==> src/rtl/rf_write_arbiter_if.sv <==
// rtl/rf_write_arbiter_if.sv - requester, clear and register-file write-port bundle for rf_write_arbiter
interface rf_write_arbiter_if #(
    parameter int AW = 3,
    parameter int DW = 8
);
    logic          req0;
    logic [AW-1:0] addr0;
    logic [DW-1:0] data0;
    logic          gnt0;
    logic          req1;
    logic [AW-1:0] addr1;
    logic [DW-1:0] data1;
    logic          gnt1;
    logic          clr_req;
    logic          clr_busy;
    logic          zero_wr;
    logic          WEN;
    logic [AW-1:0] RW;
    logic [DW-1:0] busW;

    modport master (
        output req0, addr0, data0, req1, addr1, data1, clr_req,
        input  gnt0, gnt1, clr_busy, zero_wr, WEN, RW, busW
    );

    modport slave (
        input  req0, addr0, data0, req1, addr1, data1, clr_req,
        output gnt0, gnt1, clr_busy, zero_wr, WEN, RW, busW
    );
endinterface

==> src/rtl/rf_write_arbiter.sv <==
// rtl/rf_write_arbiter.sv - two-requester round-robin register-file write arbiter with optional clear sweep
// Optional clear sequence of registers 1..7 is compiled in with `define RF_ARB_CLEAR_EN.
module rf_write_arbiter #(
    parameter int AW = 3,
    parameter int DW = 8
) (
    input logic               Clk,
    input logic               Rst_n,
    rf_write_arbiter_if.slave bus
);
    typedef enum logic {IDLE, CLEAR} state_t;

    state_t        state_q, state_d;
    logic          ptr_q, ptr_d;
    logic          gnt0_q, gnt0_d;
    logic          gnt1_q, gnt1_d;
    logic          wen_q, wen_d;
    logic          zero_q, zero_d;
    logic          busy_q, busy_d;
    logic [AW-1:0] rw_q, rw_d;
    logic [DW-1:0] busw_q, busw_d;

    logic          elig0, elig1, any_elig, sel1;
    logic [AW-1:0] sel_addr;
    logic [DW-1:0] sel_data;

`ifdef RF_ARB_CLEAR_EN
    logic [2:0]    clr_cnt_q, clr_cnt_d;
`else
    logic          unused_clr_req;
    assign unused_clr_req = bus.clr_req;
`endif

    // A requester whose grant is showing this cycle still holds its old request.
    assign elig0    = bus.req0 & ~gnt0_q;
    assign elig1    = bus.req1 & ~gnt1_q;
    assign any_elig = elig0 | elig1;
    assign sel1     = elig1 & (~elig0 | ptr_q);
    assign sel_addr = sel1 ? bus.addr1 : bus.addr0;
    assign sel_data = sel1 ? bus.data1 : bus.data0;

    always_ff @(posedge Clk or negedge Rst_n) begin
        if (!Rst_n) begin
            state_q   <= IDLE;
            ptr_q     <= 1'b0;
            gnt0_q    <= 1'b0;
            gnt1_q    <= 1'b0;
            wen_q     <= 1'b0;
            zero_q    <= 1'b0;
            busy_q    <= 1'b0;
            rw_q      <= '0;
            busw_q    <= '0;
`ifdef RF_ARB_CLEAR_EN
            clr_cnt_q <= 3'd0;
`endif
        end else begin
            state_q   <= state_d;
            ptr_q     <= ptr_d;
            gnt0_q    <= gnt0_d;
            gnt1_q    <= gnt1_d;
            wen_q     <= wen_d;
            zero_q    <= zero_d;
            busy_q    <= busy_d;
            rw_q      <= rw_d;
            busw_q    <= busw_d;
`ifdef RF_ARB_CLEAR_EN
            clr_cnt_q <= clr_cnt_d;
`endif
        end
    end

    always_comb begin
        state_d   = state_q;
        ptr_d     = ptr_q;
        gnt0_d    = 1'b0;
        gnt1_d    = 1'b0;
        wen_d     = 1'b0;
        zero_d    = 1'b0;
        busy_d    = 1'b0;
        rw_d      = '0;
        busw_d    = '0;
`ifdef RF_ARB_CLEAR_EN
        clr_cnt_d = clr_cnt_q;
`endif
        case (state_q)
            IDLE: begin
`ifdef RF_ARB_CLEAR_EN
                if (bus.clr_req) begin
                    state_d   = CLEAR;
                    clr_cnt_d = 3'd1;
                    wen_d     = 1'b1;
                    rw_d      = AW'(1);
                    busy_d    = 1'b1;
                end else
`endif
                if (any_elig) begin
                    ptr_d  = ~sel1;
                    gnt0_d = ~sel1;
                    gnt1_d = sel1;
                    // Register 0 is hardwired: grant the requester but keep the write port quiet.
                    if (sel_addr == '0) begin
                        zero_d = 1'b1;
                    end else begin
                        wen_d  = 1'b1;
                        rw_d   = sel_addr;
                        busw_d = sel_data;
                    end
                end
            end
            CLEAR: begin
`ifdef RF_ARB_CLEAR_EN
                // clr_cnt_q is the register written in the cycle now ending.
                if (clr_cnt_q == 3'd7) begin
                    state_d = IDLE;
                end else begin
                    clr_cnt_d = clr_cnt_q + 3'd1;
                    wen_d     = 1'b1;
                    rw_d      = AW'(clr_cnt_q + 3'd1);
                    busy_d    = 1'b1;
                end
`else
                state_d = IDLE;
`endif
            end
            default: state_d = IDLE;
        endcase
    end

    assign bus.gnt0     = gnt0_q;
    assign bus.gnt1     = gnt1_q;
    assign bus.WEN      = wen_q;
    assign bus.RW       = rw_q;
    assign bus.busW     = busw_q;
    assign bus.zero_wr  = zero_q;
    assign bus.clr_busy = busy_q;
endmodule

==> src/flat_wrapper.sv <==
// flat-port wrapper written by rule: the top's interface ports become plain ports
module rf_write_arbiter_flat 
#(
    parameter int AW = 3,
    parameter int DW = 8
)
  (Clk, Rst_n, bus_req0, bus_addr0, bus_data0, bus_req1, bus_addr1, bus_data1, bus_clr_req, bus_gnt0, bus_gnt1, bus_clr_busy, bus_zero_wr, bus_WEN, bus_RW, bus_busW);
  rf_write_arbiter_if #(.AW(AW), .DW(DW)) bus_i ();
  input logic Clk;
  input logic Rst_n;
  input wire logic [$bits(bus_i.req0)-1:0] bus_req0;
  input wire logic [$bits(bus_i.addr0)-1:0] bus_addr0;
  input wire logic [$bits(bus_i.data0)-1:0] bus_data0;
  input wire logic [$bits(bus_i.req1)-1:0] bus_req1;
  input wire logic [$bits(bus_i.addr1)-1:0] bus_addr1;
  input wire logic [$bits(bus_i.data1)-1:0] bus_data1;
  input wire logic [$bits(bus_i.clr_req)-1:0] bus_clr_req;
  output wire logic [$bits(bus_i.gnt0)-1:0] bus_gnt0;
  output wire logic [$bits(bus_i.gnt1)-1:0] bus_gnt1;
  output wire logic [$bits(bus_i.clr_busy)-1:0] bus_clr_busy;
  output wire logic [$bits(bus_i.zero_wr)-1:0] bus_zero_wr;
  output wire logic [$bits(bus_i.WEN)-1:0] bus_WEN;
  output wire logic [$bits(bus_i.RW)-1:0] bus_RW;
  output wire logic [$bits(bus_i.busW)-1:0] bus_busW;
  assign bus_i.req0 = bus_req0;
  assign bus_i.addr0 = bus_addr0;
  assign bus_i.data0 = bus_data0;
  assign bus_i.req1 = bus_req1;
  assign bus_i.addr1 = bus_addr1;
  assign bus_i.data1 = bus_data1;
  assign bus_i.clr_req = bus_clr_req;
  assign bus_gnt0 = bus_i.gnt0;
  assign bus_gnt1 = bus_i.gnt1;
  assign bus_clr_busy = bus_i.clr_busy;
  assign bus_zero_wr = bus_i.zero_wr;
  assign bus_WEN = bus_i.WEN;
  assign bus_RW = bus_i.RW;
  assign bus_busW = bus_i.busW;
  rf_write_arbiter #(.AW(AW), .DW(DW)) u_core (.Clk(Clk), .Rst_n(Rst_n), .bus(bus_i));
endmodule
==> config.mk <==
export PLATFORM = sky130hd
export DESIGN_NAME = rf_write_arbiter_flat
export DESIGN_NICKNAME = d
export VERILOG_FILES = /design/src/rtl/rf_write_arbiter_if.sv /design/src/rtl/rf_write_arbiter.sv /design/src/flat_wrapper.sv
export SDC_FILE = /design/constraint.sdc
export NUM_CORES = 1
export LEC_CHECK = 0
export ABC_AREA = 1
export CAP_MARGIN = 20
export CORE_MARGIN = 8
export CORE_UTILIZATION = 35
export DETAILED_ROUTE_END_ITERATION = 12
export MAX_ROUTING_LAYER = met4
export PLACE_DENSITY = 0.81
export SYNTH_ARGS = -nofsm -noshare
export SYNTH_HDL_FRONTEND = slang
export SYNTH_SLANG_ARGS = --single-unit
==> constraint.sdc <==
create_clock -name Clk -period 2.6 [get_ports Clk]
set_input_delay 0.26 -clock Clk [delete_from_list [all_inputs] [get_ports Clk]]
set_output_delay 0.26 -clock Clk [all_outputs]
set_load 0.05 [all_outputs]
==> results of run 1 <==
==> cell families (layout without fill, tap and decap cells) <==
| logic type | after synthesis | after routing | share of synthesized area |
|---|---|---|---|
| AO/OA/AOI/OAI | 2 | 2 | 0.0175 |
| AND/OR/NAND/NOR | 51 | 51 | 0.343 |
| buffers and inverters | 23 | 64 | 0.127 |
| flip-flops | 16 | 16 | 0.508 |
| other | 1 | 1 | 0.00476 |
==> worst paths after layout <==
kind	from	endpoint	slack, ns	cells past startpoint
min reg2reg	u_core.ptr_q$_DFFE_PN0P_	u_core.ptr_q$_DFFE_PN0P_	0.55	2
max in group asynchronous	Rst_n	u_core.ptr_q$_DFFE_PN0P_	1.80	1
min	Rst_n	u_core.bus.busW[4]$_DFF_PN0_	0.38	1
max	u_core.bus.gnt0$_DFF_PN0_	bus_gnt0	0.81	1
min in group Clk	u_core.ptr_q$_DFFE_PN0P_	u_core.ptr_q$_DFFE_PN0P_	0.55	2
max reg2reg	u_core.bus.gnt0$_DFF_PN0_	u_core.bus.busW[4]$_DFF_PN0_	1.12	8
==> registers in the layout, indices dropped and copies added, names as in the netlist <==
register            flops
u_core.bus.RW           3
u_core.bus.WEN          1
u_core.bus.busW         8
u_core.bus.gnt0         1
u_core.bus.gnt1         1
u_core.bus.zero_wr      1
u_core.ptr_q            1
==> synthesized netlist by cell type <==
| master | n | area share |
|---|---|---|
| inv_2 | 2 | 0.0095 |
| nand2_2 | 1 | 0.0079 |
| clkinv_1 | 2 | 0.0095 |
| o21ai_2 | 1 | 0.011 |
| dfrtp_1 | 16 | 0.51 |
| buf_6 | 1 | 0.014 |
| buf_4 | 1 | 0.0095 |
| inv_4 | 1 | 0.0079 |
| inv_1 | 16 | 0.076 |
| nand3_2 | 1 | 0.013 |
| nor2_2 | 8 | 0.063 |
| nand3b_1 | 1 | 0.0095 |
| nand3_4 | 1 | 0.022 |
| conb_1 | 1 | 0.0048 |
| o21ai_0 | 1 | 0.0063 |
| nand2_1 | 28 | 0.13 |
| nand3_1 | 2 | 0.013 |
| nor2_4 | 1 | 0.014 |
| nor2_1 | 5 | 0.024 |
| nand2_4 | 3 | 0.043 |
==> stage by stage <==
| stage | cell area, um^2 | cells | util |
|---|---|---|---|
| 2_1_floorplan | 788 | 93 | - |
| 3_3_place_gp | 1200 | 159 | 0.555 |
| 3_5_place_dp | 1200 | 159 | 0.555 |
| 4_1_cts | 1230 | 162 | 0.566 |
| 5_1_grt | 1230 | 162 | 0.566 |
| 6_report | 1230 | 162 | 0.566 |
==> final cells by class <==
cell class | instances | area share
multi-input combinational | 54 | 0.234
sequential | 16 | 0.326
clock buffer | 3 | 0.0183
inverter | 21 | 0.0663
timing repair buffer | 40 | 0.326
tap | 28 | 0.0285
==> where the power goes <==
part | switching (mW) | leakage [nW] | internal [mW]
Clock | 0.0663 | 0.0138 | 0.0537
Sequential | 0.0173 | 0.204 | 0.294
Combinational | 0.273 | 0.399 | 0.145
Total | 0.356 | 0.617 | 0.493
==> routing by layer <==
| layer | GRT usage | vias to the layer above | wire length, um | share of wire |
|---|---|---|---|---|
| met5 | - | - | 0 | 0 |
| met4 | 0.0752 | 0 | 57 | 0.033 |
| met3 | 0.0247 | 5 | 108 | 0.062 |
| met2 | 0.163 | 26 | 873 | 0.50 |
| met1 | 0.0913 | 287 | 697 | 0.40 |
| li1 | - | 345 | - | - |
==> flow_metrics.env, run 1 <==
export IMPL_status="completed"
export IMPL_crit_path_start_kind="register"
export IMPL_clk_latency_ns=0.28
export IMPL_layout_common_cells="clkdlybuf4s50_1 (40), nand2_1 (28), inv_1 (16), dfrtp_1 (16), nor2_2 (8)"
export IMPL_cp_arrival_ns=1.53
export IMPL_dieArea_um2=4030
export IMPL_cts_buffers=3
export IMPL_period_share=0.687
export IMPL_end_kind="primary output"
export IMPL_multiInputGateArea_um2=288
export IMPL_p_per_area_nw_per_um2=692
export IMPL_portBuffers=40
export IMPL_drt_iter0_markers=4
export IMPL_final_nets=163
export IMPL_slew_headroom=0.562
export IMPL_ir_worst_vdd_mv=0.338
export IMPL_core_um2=2170
export IMPL_critPathMaxFanout=3
export IMPL_cp_required_ns=2.34
export IMPL_drv_cap=0
export IMPL_start_util=0.363
export IMPL_hold_class="primary input to asynchronous set/reset pin"
export IMPL_max_stage_delay_ns=0.83
export IMPL_ys_ff_latch=16
export IMPL_clock_root_buffer="clkbuf_4"
export IMPL_mostFrequentLayoutCell="clkdlybuf4s50_1"
export IMPL_crit_family="buffers and inverters"
export IMPL_routabilityCongestion=0.713
export IMPL_slowest_stage="clkdlybuf4s50_1"
export IMPL_max_freq_mhz=560
export IMPL_rows=17
export IMPL_wl_per_cell_um=10.7
export IMPL_grt_ovfl_total=0
export IMPL_finalSetupViolations=0
export IMPL_synthCells=93
export IMPL_drtPass1Iterations=4
export IMPL_ys_types=20
export IMPL_power_uw=849
export IMPL_post_cts_resized=0
export IMPL_htree_levels=1
export IMPL_worstPathCellList="clkdlybuf4s50_1"
export IMPL_area_growth_pct=55.7
export IMPL_drive_gt1_frac=0.164
export IMPL_grt_max_degree=17
export IMPL_cts_tree="yes"
export IMPL_dieHeight_um=63.5
export IMPL_ff_latch_area_um2=400
export IMPL_track_usage=0.0963
export IMPL_holdBufCountCts=0
export IMPL_cts_buffer_depth=2
export IMPL_tightest_slew_ns=0.654
export IMPL_syn_nets=120
export IMPL_finalWirelength_um=1740
export IMPL_worst_slack_ns=0.814
export IMPL_hold_ws_ns=0.380
export IMPL_period_minus_slack_ns=1.79
export IMPL_worst_setup_path_type="register to primary output"
export IMPL_rsz0062_at_grt="no"
export IMPL_diodes=0
export IMPL_finClkSkew_ns=0.00429
export IMPL_post_place_ws_ns=0.783
export IMPL_leakage_nw=0.617
export IMPL_num_vias=663
export IMPL_avgViaCountPerCell=4.09
export IMPL_cts_sinks=16
export IMPL_cts_setup_buffers=0
export IMPL_dp_hpwl_um=1520
export IMPL_ios=43
export IMPL_post_route_drc_count=0
export IMPL_die_x_um=63.5
export IMPL_grt_pass1_vias=708
export IMPL_clk_pin_slew_worst_paths_ns=0.08
export IMPL_ant_nets=0
export IMPL_grt_pass1_wl_um=3020
export IMPL_n_fill_cell=238
export IMPL_crit_buf_inv=1
export IMPL_seq_area_frac_synth=0.508
export IMPL_ys_warn_count=0
export IMPL_final_hold_viol_count=0
export IMPL_syn_area_um2=788
export IMPL_syn_avg_cell_area_um2=8.48
export IMPL_antenna_found_initial=0
export IMPL_fin_tns_setup_ns=0
export IMPL_maxSlewViolCount=0
Note: power is estimated with default switching activity, not from simulation.
==> run 2, diff against run 1 <==
==> constraint.sdc (replaced) <==
create_clock -name Clk -period 1.9 [get_ports Clk]
set_input_delay 0.19 -clock Clk [delete_from_list [all_inputs] [get_ports Clk]]
set_output_delay 0.19 -clock Clk [all_outputs]
set_load 0.05 [all_outputs]
==> run 2 against run 1 <==
Routed wire length rose by 4.0%. Clock-buffer cell count did not move. Highest routed layer unchanged. Sequential share of layout area did not move. Critical path depth did not move. Combinational power rose by 38%. Global-route usage rose by 0.27 points. Register-to-register slack got worse by 0.73 ns. Via count rose by 0.75%. Cell count did not move. Non-clock buffer count did not move. Critical path type unchanged. Power rose by 38%.
==> flow_metrics.env, run 2 (synthesis gave the netlist of run 1 again) <==
export IMPL_period_share=0.902
export IMPL_largest_reg_flops=8
export IMPL_worstPathCellList="clkdlybuf4s50_1"
export IMPL_p_per_area_nw_per_um2=952
export IMPL_crit_buf_inv=1
export IMPL_drive_gt1_frac=0.164
export IMPL_cts_buffer_depth=2
export IMPL_final_hold_viol_count=0
export IMPL_status="completed"
export IMPL_use_met1=0.0883
export IMPL_finalSetupViolations=0
export IMPL_post_route_drc_count=0
export IMPL_track_usage=0.0990
export IMPL_grt_pass1_wl_um=3130
export IMPL_layout_common_cells="clkdlybuf4s50_1 (40), nand2_1 (28), inv_1 (16), dfrtp_1 (16), nor2_2 (8)"
export IMPL_ir_worst_vdd_mv=0.464
export IMPL_leakage_nw=0.617
export IMPL_fin_tns_setup_ns=0
export IMPL_worst_setup_path_type="register to primary output"
export IMPL_cts_buffers=3
export IMPL_slowest_stage="clkdlybuf4s50_1"
export IMPL_routabilityCongestion=0.715
export IMPL_post_cts_resized=0
export IMPL_final_nets=163
export IMPL_cts_setup_buffers=0
export IMPL_drtPass1Iterations=3
export IMPL_top_usage_layer="met2"
export IMPL_cp_arrival_ns=1.52
export IMPL_dieHeight_um=63.5
export IMPL_grt_ovfl_total=0
export IMPL_cts_tree="yes"
export IMPL_critPathMaxFanout=3
export IMPL_hold_class="primary input to asynchronous set/reset pin"
export IMPL_start_util=0.363
export IMPL_mostFrequentLayoutCell="clkdlybuf4s50_1"
export IMPL_slew_headroom=0.563
export IMPL_ant_nets=0
export IMPL_cts_sinks=16
export IMPL_met2_usage=0.170
export IMPL_max_freq_mhz=583
export IMPL_grt_pass1_vias=755
export IMPL_finClkSkew_ns=0.00283
export IMPL_dieArea_um2=4030
export IMPL_area_growth_pct=55.7
export IMPL_period_minus_slack_ns=1.71
export IMPL_end_kind="primary output"
export IMPL_clk_latency_ns=0.28
export IMPL_portBuffers=40
export IMPL_core_um2=2170
export IMPL_clk_pin_slew_worst_paths_ns=0.08
export IMPL_die_x_um=63.5
export IMPL_avgViaCountPerCell=4.12
export IMPL_htree_levels=1
export IMPL_max_stage_delay_ns=0.83
export IMPL_rsz0062_at_grt="no"
export IMPL_cp_required_ns=1.71
export IMPL_num_vias=668
export IMPL_wl_per_cell_um=11.2
export IMPL_clock_root_buffer="clkbuf_4"
export IMPL_holdBufCountCts=0
export IMPL_post_place_ws_ns=0.129
export IMPL_rows=17
export IMPL_crit_path_start_kind="register"
export IMPL_drv_cap=0
export IMPL_dp_hpwl_um=1590
export IMPL_maxSlewViolCount=0
export IMPL_met3_usage=0.0318
export IMPL_antenna_found_initial=0
export IMPL_finalWirelength_um=1810
export IMPL_crit_family="buffers and inverters"
export IMPL_grt_max_degree=17
export IMPL_worst_slack_ns=0.186
export IMPL_drt_iter0_markers=3
export IMPL_tightest_slew_ns=0.653
export IMPL_ios=43
export IMPL_diodes=0
-- run 2: cell counts in the layout (fill, tap and decap cells not counted) --
Identical to the previous run, type by type.
-- run 2: final cells by class --
type,instances,area (um^2)
timing repair buffer,40,400
sequential,16,400
fill,235,942
tap,28,35.0
multi-input combinational,54,288
inverter,21,81.3
clock buffer,3,22.5
-- run 2: final timing paths --
path	start	to	slack [ns]	depth (start not counted)
max in group asynchronous	Rst_n	u_core.bus.gnt0$_DFF_PN0_	1.18	1
min in group Clk	bus_data1[1]	u_core.bus.busW[1]$_DFF_PN0_	0.53	5
max	u_core.bus.gnt0$_DFF_PN0_	bus_gnt0	0.19	1
min reg2reg	u_core.ptr_q$_DFFE_PN0P_	u_core.ptr_q$_DFFE_PN0P_	0.56	2
max reg2reg	u_core.bus.gnt0$_DFF_PN0_	u_core.bus.busW[4]$_DFF_PN0_	0.39	8
min	Rst_n	u_core.bus.busW[4]$_DFF_PN0_	0.31	1
-- run 2: metrics by stage --
step	instances	area (um^2)	total power, mW	hold WS (ns)	util
final	162	1230	1.17	0.306	0.566
after global placement	159	1200	1.00	0.536	0.555
after global routing	162	1230	1.23	0.373	0.566
after CTS	162	1230	1.18	0.329	0.566
after detailed placement	159	1200	1.02	0.546	0.555
after floorplan	93	788	0.816	-0.106	-
-- run 2: power by group --
group          internal (mW)  leakage (nW)  total [mW]  switching, mW
combinational          0.198         0.399       0.575          0.377
sequential             0.403         0.204       0.426         0.0236
clock                 0.0736        0.0138       0.167         0.0937
-- run 2: layer usage --
layer / share of wire / vias to the layer above
met5: 0 / -
met4: 0.025 / 0
met3: 0.069 / 4
met2: 0.53 / 29
met1: 0.37 / 291
li1: - / 344
